--- src/rtl/memory_access_controller.sv ---
// memory_access_controller
// Initiator-side sequencer for a single-port synchronous memory with
// cs / write_en / read_en controls. Takes one command at a time from a
// valid/ready request channel, walks the memory pins through the write or
// two-phase read sequence, and returns read data on a valid/ready response
// channel. All memory-side outputs are registers, so nothing on req_* can
// reach mem_* combinationally, and reset clears them asynchronously.

module memory_access_controller #(
    parameter int data_size = 8,
    parameter int addr_size = 4
) (
    input  logic                 clk,
    input  logic                 rst_n,
    // request channel
    input  logic                 req_valid,
    output logic                 req_ready,
    input  logic                 req_write,
    input  logic [addr_size-1:0] req_addr,
    input  logic [data_size-1:0] req_wdata,
    // response channel
    output logic                 rsp_valid,
    input  logic                 rsp_ready,
    output logic [data_size-1:0] rsp_rdata,
    // memory pins
    output logic                 mem_cs,
    output logic                 mem_write_en,
    output logic                 mem_read_en,
    output logic [addr_size-1:0] mem_address,
    output logic [data_size-1:0] mem_data_out,
    input  logic [data_size-1:0] mem_data_in
);

    typedef enum logic [2:0] {
        S_IDLE     = 3'd0,
        S_WRITE    = 3'd1,
        S_RD_LOAD  = 3'd2,
        S_RD_DRIVE = 3'd3,
        S_RESP     = 3'd4
    } state_t;

    state_t               r_state;
    logic                 r_req_ready;
    logic                 r_rsp_valid;
    logic [data_size-1:0] r_rsp_rdata;
    logic                 r_mem_cs;
    logic                 r_mem_write_en;
    logic                 r_mem_read_en;
    // Command registers double as the address/data pins, so the last
    // command's values stay on the bus while idle.
    logic [addr_size-1:0] r_mem_address;
    logic [data_size-1:0] r_mem_data_out;

    // Sequencer: every output is set on the edge that enters the state it
    // belongs to, so the pins always match the current state.
    always_ff @(posedge clk or negedge rst_n) begin
        if (!rst_n) begin
            r_state        <= S_IDLE;
            r_req_ready    <= 1'b1;
            r_rsp_valid    <= 1'b0;
            r_rsp_rdata    <= '0;
            r_mem_cs       <= 1'b0;
            r_mem_write_en <= 1'b0;
            r_mem_read_en  <= 1'b0;
            r_mem_address  <= '0;
            r_mem_data_out <= '0;
        end else begin
            case (r_state)
                S_IDLE: begin
                    // req_ready is high in this state, so valid alone accepts
                    if (req_valid) begin
                        r_mem_address  <= req_addr;
                        r_mem_data_out <= req_wdata;
                        r_mem_cs       <= 1'b1;
                        r_mem_write_en <= req_write;
                        r_mem_read_en  <= 1'b0;
                        r_req_ready    <= 1'b0;
                        r_state        <= req_write ? S_WRITE : S_RD_LOAD;
                    end
                end
                S_WRITE: begin
                    // memory commits the write on this edge
                    r_mem_cs       <= 1'b0;
                    r_mem_write_en <= 1'b0;
                    r_req_ready    <= 1'b1;
                    r_state        <= S_IDLE;
                end
                S_RD_LOAD: begin
                    // memory loaded its read register on this edge; now enable output
                    r_mem_read_en <= 1'b1;
                    r_state       <= S_RD_DRIVE;
                end
                S_RD_DRIVE: begin
                    // the only place the data bus is ever sampled
                    r_rsp_rdata   <= mem_data_in;
                    r_rsp_valid   <= 1'b1;
                    r_mem_cs      <= 1'b0;
                    r_mem_read_en <= 1'b0;
                    r_state       <= S_RESP;
                end
                S_RESP: begin
                    if (rsp_ready) begin
                        r_rsp_valid <= 1'b0;
                        r_req_ready <= 1'b1;
                        r_state     <= S_IDLE;
                    end
                end
                default: begin
                    r_state        <= S_IDLE;
                    r_req_ready    <= 1'b1;
                    r_rsp_valid    <= 1'b0;
                    r_mem_cs       <= 1'b0;
                    r_mem_write_en <= 1'b0;
                    r_mem_read_en  <= 1'b0;
                end
            endcase
        end
    end

    assign req_ready    = r_req_ready;
    assign rsp_valid    = r_rsp_valid;
    assign rsp_rdata    = r_rsp_rdata;
    assign mem_cs       = r_mem_cs;
    assign mem_write_en = r_mem_write_en;
    assign mem_read_en  = r_mem_read_en;
    assign mem_address  = r_mem_address;
    assign mem_data_out = r_mem_data_out;

endmodule

--- config.mk ---
export PLATFORM = sky130hd
export DESIGN_NAME = memory_access_controller
export DESIGN_NICKNAME = d
export VERILOG_FILES = /design/src/rtl/memory_access_controller.sv
export SDC_FILE = /design/constraint.sdc
export NUM_CORES = 1
export LEC_CHECK = 0
export CORE_MARGIN = 2
export CORE_UTILIZATION = 35
export CTS_BUF_LIST = sky130_fd_sc_hd__clkbuf_16
export DETAILED_ROUTE_END_ITERATION = 7
export GPL_TIMING_DRIVEN = 0
export PLACE_DENSITY = 0.78
export SYNTH_ARGS = -nofsm -noshare
export SYNTH_HDL_FRONTEND = slang
export SYNTH_SLANG_ARGS = --single-unit
--- constraint.sdc ---
create_clock -name clk -period 1.5 [get_ports clk]
set_input_delay 0.3 -clock clk [delete_from_list [all_inputs] [get_ports clk]]
set_output_delay 0.3 -clock clk [all_outputs]
set_load 0.05 [all_outputs]
==> results.yml, run 1 <==
outcome:
  status: "finished, final reports clean"
route:
  wl_per_cell_um: 14.1
  post_drt_via_cell_ratio: 4.70
  wl_um: 2540
  antenna_left: 0
  drt_pass1_iterations: 2
  dr_total_vias: 850
  drc: 0
  drtIter0Drc: 2
global_route:
  gr-usage-all-layers_pct: 15.7
  grt_max_degree: 29
  antenna_found_initial: 0
  grt_pass1_vias: 904
  grt_pass1_wl_um: 4220
  grt_overflow_total: 0
flow_run:
  drv_cap: 0
synth:
  yosysSeqAreaShare_pct: 60.9
  synth_area_leaders: "dfrtp_1 (59%), mux2_2 (20%), dfstp_2 (2.3%)"
  yosysWarnings: 0
  synth-seq-cells: 28
  synthesis.area_sq_um: 1150
  syn_nets: 107
  yosysTopAreaCell: "dfrtp_1"
  yosys.cell_types.count: 21
  synth_top_area_share_pct: 58.6
  synth_cells: 82
  synth_area_per_cell_sq_um: 14.1
critical_path:
  worstPathMaxFanout: 2
  path_buf_inv: 1
  critPathArrivalTime_ns: 1.15
  max_stage_delay_ns: 0.54
  crit_required_ns: 1.20
  start_kind: "flip-flop"
  worstSetupPathType: "reg2out"
  path_delay_family: "buffers and inverters"
  crit_path_end_kind: "primary output"
  worstPathCellList: "dlygate4sd2_1"
  cp_slowest_cell: "dlygate4sd2_1"
final_layout:
  fin_nets: 163
  drive_gt1_share_pct: 25.5
  num_antenna_cells: 0
  synthToLayoutAreaGrowth_pct: 56.0
  stdcell_count: 181
  fillCellCount: 270
cts:
  ctsRootBufferMaster: "clkbuf_16"
  cts_tree: "done"
  clock_sinks: 28
  clkLatencyLatePin_ns: 0.26
  htree_levels: 1
  cts_buffers: 3
  hold_buffers: 0
  cts.clk_slew.worst_paths_ns: 0.07
  clk_path_buf_depth: 2
sta:
  fin_crit_sh_pct: 96.7
  skew_ns: 0.00189
  fin_setup_tns_ns: 0
  setup_viol: 0
  min_period_ns: 1.45
  finalHoldViolations: 0
  worst_pin_slew_ns: 1.22
  max_clock_freq_mhz: 689
  rsz0062_at_grt: "no"
  drv_slew: 0
  hold_ws_ns: 0.294
  relSlewSlack_pct: 18.6
placed_design:
  place_hpwl_um: 1910
  gp_congestion: 0.716
  dp_cells: 175
  io_buffers: 49
floorplanning:
  die_y_um: 61.4
  initial_utilization_pct: 37.1
  dieArea_sq_um: 3770
  ioPinCount: 50
  chipWidth_um: 61.4
  core_area_sq_um: 3100
  rows: 20
hold_path:
  min_path_type: "in2async"
## synthesized netlist by cell type
master / n
a21oi_1: 4
a2bb2oi_1: 1
a32oi_1: 1
and2_1: 1
buf_2: 1
buf_4: 1
buf_6: 2
dfrtp_1: 27
dfstp_2: 1
inv_1: 1
mux2_2: 20
nand2_1: 4
nand2b_2: 1
nand3b_4: 1
nor2_1: 4
nor2b_1: 2
nor3_1: 3
nor3_4: 1
o21a_1: 1
o21ai_0: 3
o2bb2ai_1: 2
## worst paths after layout
kind / from / slack [ns] / depth (start not counted) / end
min in group clk: mem_data_out[3] / 0.50 / 1 / mem_data_out[3]
worst min-delay path: rst_n / 0.29 / 1 / mem_data_out[0]
worst max register to register: r_state[2] / 0.09 / 4 / mem_data_out[1]
max in group asynchronous: rst_n / 0.48 / 1 / mem_cs
worst min register to register: mem_data_out[3] / 0.50 / 1 / mem_data_out[3]
worst max-delay path: rsp_rdata[5] / 0.05 / 1 / rsp_rdata[5]
## logic make-up (layout without fill, tap and decap cells)
family	Yosys count	count (layout)	share of synthesized area, %
DFF	28	28	60.9
muxes	20	20	19.5
and+or+nand+nor	17	17	9.45
AOI/OAI and AO/OA	12	12	6.73
buffers and inverters	5	60	3.37
## metal layers
metal / vias to the layer above / track usage [%] / share of wire, %
met4: 0 / 5.17 / 0.47
met1: 423 / 17.6 / 38
met5: - / 0 / 0
li1: 397 / - / -
met3: 2 / 5.88 / 8.0
met2: 28 / 27.7 / 53
## per-stage QoR
step | setup WS (ns) | util (%) | area, sq um
finish | 0.0488 | 57.9 | 1800
global route | 0.000402 | 57.9 | 1800
CTS | 0.00446 | 57.9 | 1800
detailed placement | -0.297 | 54.7 | 1700
global placement | -0.300 | 54.7 | 1700
floorplan | 0.182 | - | 1150
## layout by cell type, fill, tap and decap left out, types with 4 or more instances in the layout
cell,instances
clkdlybuf4s15_1,4
dlygate4sd2_1,21
mux2_2,20
nor2_1,4
a21oi_1,4
clkdlybuf4s50_1,22
dfrtp_1,27
nand2_1,4
## sequential cells by signal (all words and copies together) (netlist names)
| name | cells |
|---|---|
| req_ready | 1 |
| mem_address | 4 |
| r_state | 3 |
| mem_cs | 1 |
| mem_write_en | 1 |
| mem_data_out | 8 |
| rsp_valid | 1 |
| rsp_rdata | 8 |
| mem_read_en | 1 |
## repair_timing
item                                   in CTS  in global routing
gates cloned                                1                  0
endpoints found under the hold margin       0                  0
gates resized for setup                    31                  7
setup endpoints to repair                  35                 32
pin swaps                                   1                  0
setup buffers                               1                  0
## area by class of cell
class | count | area, sq um | share of cell area, %
plain buffers | 4 | 35.0 | 1.95
flip-flops and latches | 28 | 702 | 39.0
clock buffers | 3 | 75.1 | 4.18
clock inverters | 1 | 30.0 | 1.67
well taps | 44 | 55.1 | 3.06
inverters | 1 | 3.75 | 0.209
multi-input cells | 49 | 417 | 23.2
repair buffers | 51 | 480 | 26.7
Power of run 1 is left out: the tool's default activity adds up to more than one toggle a clock period on the data nets, which glitch-free logic cannot reach.
==> inputs of run 2 (changes only) <==
--- a/config.mk
+++ b/config.mk
@@ -8,9 +8,11 @@
 export CORE_MARGIN = 2
 export CORE_UTILIZATION = 35
 export CTS_BUF_LIST = sky130_fd_sc_hd__clkbuf_16
+export CTS_CLUSTER_DIAMETER = 100
 export DETAILED_ROUTE_END_ITERATION = 7
 export GPL_TIMING_DRIVEN = 0
 export PLACE_DENSITY = 0.78
+export SLEW_MARGIN = 25
 export SYNTH_ARGS = -nofsm -noshare
 export SYNTH_HDL_FRONTEND = slang
 export SYNTH_SLANG_ARGS = --single-unit
==> run 2 against run 1 <==
Clock skew grew 0.0020 ns. Critical path depth unchanged. Final area fell by 0.70%. Global-route usage grew 0.79 points. Hold slack worse by 0.25 ns. Fmax decreased by 0.88%. Worst setup slack worse by 0.013 ns. Final cell count unchanged. Wire length grew 3.3%. Critical endpoint is now mem_data_out[7]. Largest cell class unchanged.
==> results.yml, run 2 (synthesis results as in run 1) <==
floorplanning:
  dieArea_sq_um: 3770
  rows: 20
  chipWidth_um: 61.4
  core_area_sq_um: 3100
  ioPinCount: 50
  die_y_um: 61.4
  initial_utilization_pct: 37.1
cts:
  ctsRootBufferMaster: "clkbuf_16"
  clk_path_buf_depth: 2
  htree_levels: 1
  clkLatencyLatePin_ns: 0.26
  cts_tree: "done"
  cts.clk_slew.worst_paths_ns: 0.07
  clock_sinks: 28
  cts_buffers: 3
critical_path:
  critPathArrivalTime_ns: 1.16
  path_buf_inv: 1
  path_delay_family: "buffers and inverters"
  r2r-start: "r_state[0]"
  worstSetupPathType: "reg2out"
  worstPathMaxFanout: 2
  worstPathCellList: "dlygate4sd2_1"
  cp_slowest_cell: "dlygate4sd2_1"
  crit_required_ns: 1.20
  r2r_setup_slack_ns: 0.11
  ff2ff_path_depth: 4
  crit_path_end_kind: "primary output"
  start_kind: "flip-flop"
  reg2reg_to: "mem_data_out[1]"
  max_stage_delay_ns: 0.55
final_layout:
  fin_nets: 163
  synthToLayoutAreaGrowth_pct: 54.9
  drive_gt1_share_pct: 27.0
  num_antenna_cells: 0
  final_common_cell: "dfrtp_1"
  fin_area_sq_um: 1790
  stdcell_count: 181
  layout_common_cells: "dfrtp_1 (27), clkdlybuf4s50_1 (22), dlygate4sd2_1 (21)"
  utilization_pct: 57.5
route:
  drc: 0
  drtIter0Drc: 9
  wl_um: 2630
  drt_pass1_iterations: 4
  antenna_left: 0
  post_drt_via_cell_ratio: 4.72
  dr_total_vias: 854
  wl_per_cell_um: 14.5
placed_design:
  place_ws_ns: -0.314
  gp_congestion: 0.716
  dp_cells: 175
  dpl_cell_area_sq_um: 1690
  io_buffers: 49
  place_hpwl_um: 1900
sta:
  layout_setup_ws_ns: 0.0359
  worst_pin_slew_ns: 0.611
  finalHoldViolations: 0
  hold_ws_ns: 0.0415
  max_clock_freq_mhz: 683
  rsz0062_at_grt: "no"
  relSlewSlack_pct: 59.3
  drv_slew: 0
  min_period_ns: 1.46
  fin_crit_sh_pct: 97.6
  setup_viol: 0
  skew_ns: 0.00394
global_route:
  grt_pass1_vias: 944
  grt_pass1_wl_um: 4390
  grt_max_degree: 29
  grt_overflow_total: 0
  gr-usage-all-layers_pct: 16.5
  antenna_found_initial: 0
hold_path:
  min_path_type: "in2async"
outcome:
  status: "finished, final reports clean"
power_and_ir_drop:
  powerDensity_nw_per_um2: 2690
  peakVddDrop_v: 0.00120
  p_leak_nw: 0.805
flow_run:
  drv_cap: 0
[run 2: cell types whose count changed in the layout (fill, tap and decap cells not counted)]
cell	change
clkdlybuf4s15_1	-1
dlymetal6s2s_1	-1
buf_2	+1
clkbuf_2	+1
[run 2: timing repair]
action	CTS	global route
setup buffers	1	0
pin swaps	1	1
hold buffers	0	0
gates cloned	1	0
endpoints found under the setup margin	35	7
gates resized for setup	31	7
[run 2: metrics by stage]
| step | power (mW) | TNS [ns] |
|---|---|---|
| 2_1_floorplan | 3.31 | 0 |
| 3_3_place_gp | 4.18 | -10.20 |
| 5_1_grt | 5.05 | 0 |
| 6_report | 4.80 | 0 |
| 4_1_cts | 4.86 | 0 |
| 3_5_place_dp | 4.25 | -3.46 |
[run 2: worst max path at each step]
stage                          from         endpoint  slack, ns  depth (start not counted)
finish              mem_data_out[7]  mem_data_out[7]       0.04                          1
global route        mem_data_out[6]  mem_data_out[6]     0.0004                          1
CTS                       req_ready        req_ready      0.007                          1
detailed placement        req_valid  mem_data_out[4]      -0.31                          5
global placement          req_valid   mem_address[1]      -0.30                          5
floorplan                r_state[2]   mem_address[0]       0.18                          4
[run 2: area by class of cell]
type | instances | area, sq um
Fill cell | 282 | 1320
Buffer | 4 | 35.0
Clock inverter | 1 | 30.0
Sequential cell | 28 | 702
Tap cell | 44 | 55.1
Multi-Input combinational cell | 49 | 417
Inverter | 1 | 3.75
Timing Repair Buffer | 51 | 468
Clock buffer | 3 | 75.1
[run 2: power by group]
| part | internal (mW) | switching (mW) | leakage, nW |
|---|---|---|---|
| registers | 1.15 | 0.215 | 0.331 |
| logic | 0.894 | 1.76 | 0.422 |
| clock network | 0.531 | 0.252 | 0.0511 |
| total | 2.57 | 2.23 | 0.805 |
[run 2: metal layers]
metal / vias up / GRT usage [%] / wire length [um]
li1: 397 / - / -
met1: 421 / 17.7 / 977
met2: 31 / 29.2 / 1380
met3: 5 / 6.09 / 225
met4: 0 / 6.99 / 45
met5: - / 0 / 0
No activity file was read; power rests on OpenSTA's default activity.
==> inputs of run 3 (changes only) <==
==> constraint.sdc (replaced) <==
create_clock -name clk -period 1.4 [get_ports clk]
set_input_delay 0.28 -clock clk [delete_from_list [all_inputs] [get_ports clk]]
set_output_delay 0.28 -clock clk [all_outputs]
set_load 0.05 [all_outputs]
==> run 3 against run 2 <==
The run now ends with setup timing left. Worst setup slack got worse by 0.036 ns. Via count rose by 2.0%. Die area did not move. Sequential cell count did not move. Combinational power rose by 17%. Largest power group unchanged. Highest routed layer unchanged.
==> results.yml, run 3 (synthesis results as in run 1) <==
final_layout:
  stdcell_count: 185
  fillCellCount: 268
  fin_nets: 167
  layout_common_cells: "dfrtp_1 (27), clkdlybuf4s50_1 (22), clkdlybuf4s15_2 (17)"
  drive_gt1_share_pct: 45.4
  num_antenna_cells: 0
  utilization_pct: 60.1
  synthToLayoutAreaGrowth_pct: 61.9
  final_common_cell: "dfrtp_1"
placed_design:
  gp_congestion: 0.716
  io_buffers: 49
  place_hpwl_um: 1900
  dp_cells: 175
  place_ws_ns: -0.394
sta:
  max_clock_freq_mhz: 714
  fin_crit_sh_pct: 100
  fin_setup_tns_ns: -0.000304
  worst_pin_slew_ns: 0.607
  layout_setup_ws_ns: -0.000304
  skew_ns: 0.00466
  setup_viol: 1
  hold_ws_ns: 0.0188
  rsz0062_at_grt: "yes"
  drv_slew: 0
  finalHoldViolations: 0
  relSlewSlack_pct: 59.5
  min_period_ns: 1.40
cts:
  clkLatencyLatePin_ns: 0.26
  clk_path_buf_depth: 2
  ctsRootBufferMaster: "clkbuf_16"
  htree_levels: 1
  cts_buffers: 3
  cts.clk_slew.worst_paths_ns: 0.07
  cts_tree: "done"
  clock_sinks: 28
critical_path:
  crit_path_end_kind: "flip-flop"
  critPathArrivalTime_ns: 1.55
  start_kind: "flip-flop"
  ff2ff_path_depth: 4
  worstPathMaxFanout: 7
  crit_required_ns: 1.55
  r2r_setup_slack_ns: -0.0003
  r2r-start: "r_state[0]"
  reg2reg_to: "mem_data_out[1]"
  worstSetupPathType: "reg2reg"
floorplanning:
  ioPinCount: 50
  initial_utilization_pct: 37.1
  core_area_sq_um: 3100
  dieArea_sq_um: 3770
  die_y_um: 61.4
  rows: 20
  chipWidth_um: 61.4
route:
  wl_per_cell_um: 15.4
  antenna_left: 0
  post_drt_via_cell_ratio: 4.71
  drt_pass1_iterations: 4
  wl_um: 2850
  drtIter0Drc: 10
  dr_total_vias: 871
  drc: 0
outcome:
  status: "complete, but fails checks"
  violations: "setup timing"
power_and_ir_drop:
  powerDensity_nw_per_um2: 2920
  peakVddDrop_v: 0.00130
  p_leak_nw: 0.839
global_route:
  gr-usage-all-layers_pct: 17.1
  grt_util_met3_pct: 6.09
  grt_overflow_total: 0
  grt_pass1_vias: 977
  antenna_found_initial: 0
  grt_max_degree: 29
  grt_pass1_wl_um: 4530
  top_usage_layer: "met2"
  use_met1_pct: 18.1
  use_met2_pct: 30.9
hold_path:
  min_path_type: "in2async"
flow_run:
  drv_cap: 0
## run 3: where the power goes
part           switching [mW]  internal (mW)
clock                   0.272          0.569
combinational            1.94           1.17
sequential              0.260           1.23
## run 3: layout make-up
class / count / area [sq um] / share of cell area (%)
inverter: 1 / 3.75 / 0.201
sequential: 28 / 702 / 37.6
multi-input combinational: 49 / 447 / 23.9
clock buffer: 3 / 75.1 / 4.02
buffer: 4 / 35.0 / 1.88
tap: 44 / 55.1 / 2.95
timing repair buffer: 55 / 518 / 27.8
clock inverter: 1 / 30.0 / 1.61
## run 3: routing by layer
layer,wire [um],vias up
met5,0,-
met4,50,0
met3,205,7
met2,1500,31
met1,1100,430
li1,-,403
## run 3: worst max-delay path by stage
stage,startpoint,end
CTS,r_state[2],mem_data_out[1]
finish,r_state[0],mem_data_out[1]
floorplan,r_state[2],mem_address[0]
detailed placement,req_valid,mem_data_out[4]
global placement,req_valid,mem_address[1]
global route,r_state[0],mem_data_out[1]
## run 3: worst max-delay path, stage by stage (launching register included)
cell,delay (ns)
dfrtp_1,0.37
buf_6,0.14
nor3_4,0.27
buf_6,0.17
mux2_2,0.33
## run 3: timing repair
action                                  in CTS  in global routing
endpoints found under the setup margin      35                 19
cloned                                       1                  0
buffers inserted                             1                  4
resized for setup                           80                 10
hold buffers                                 0                  0
pin swaps                                    1                  1
hold endpoints to repair                     0                  0
## run 3: through the flow
| stage | cell area (sq um) | power, mW |
|---|---|---|
| 4_1_cts | 1860 | 5.41 |
| 6_report | 1870 | 5.44 |
| 3_5_place_dp | 1690 | 4.55 |
| 5_1_grt | 1870 | 5.70 |
| 3_3_place_gp | 1700 | 4.47 |
| 2_1_floorplan | 1150 | 3.54 |
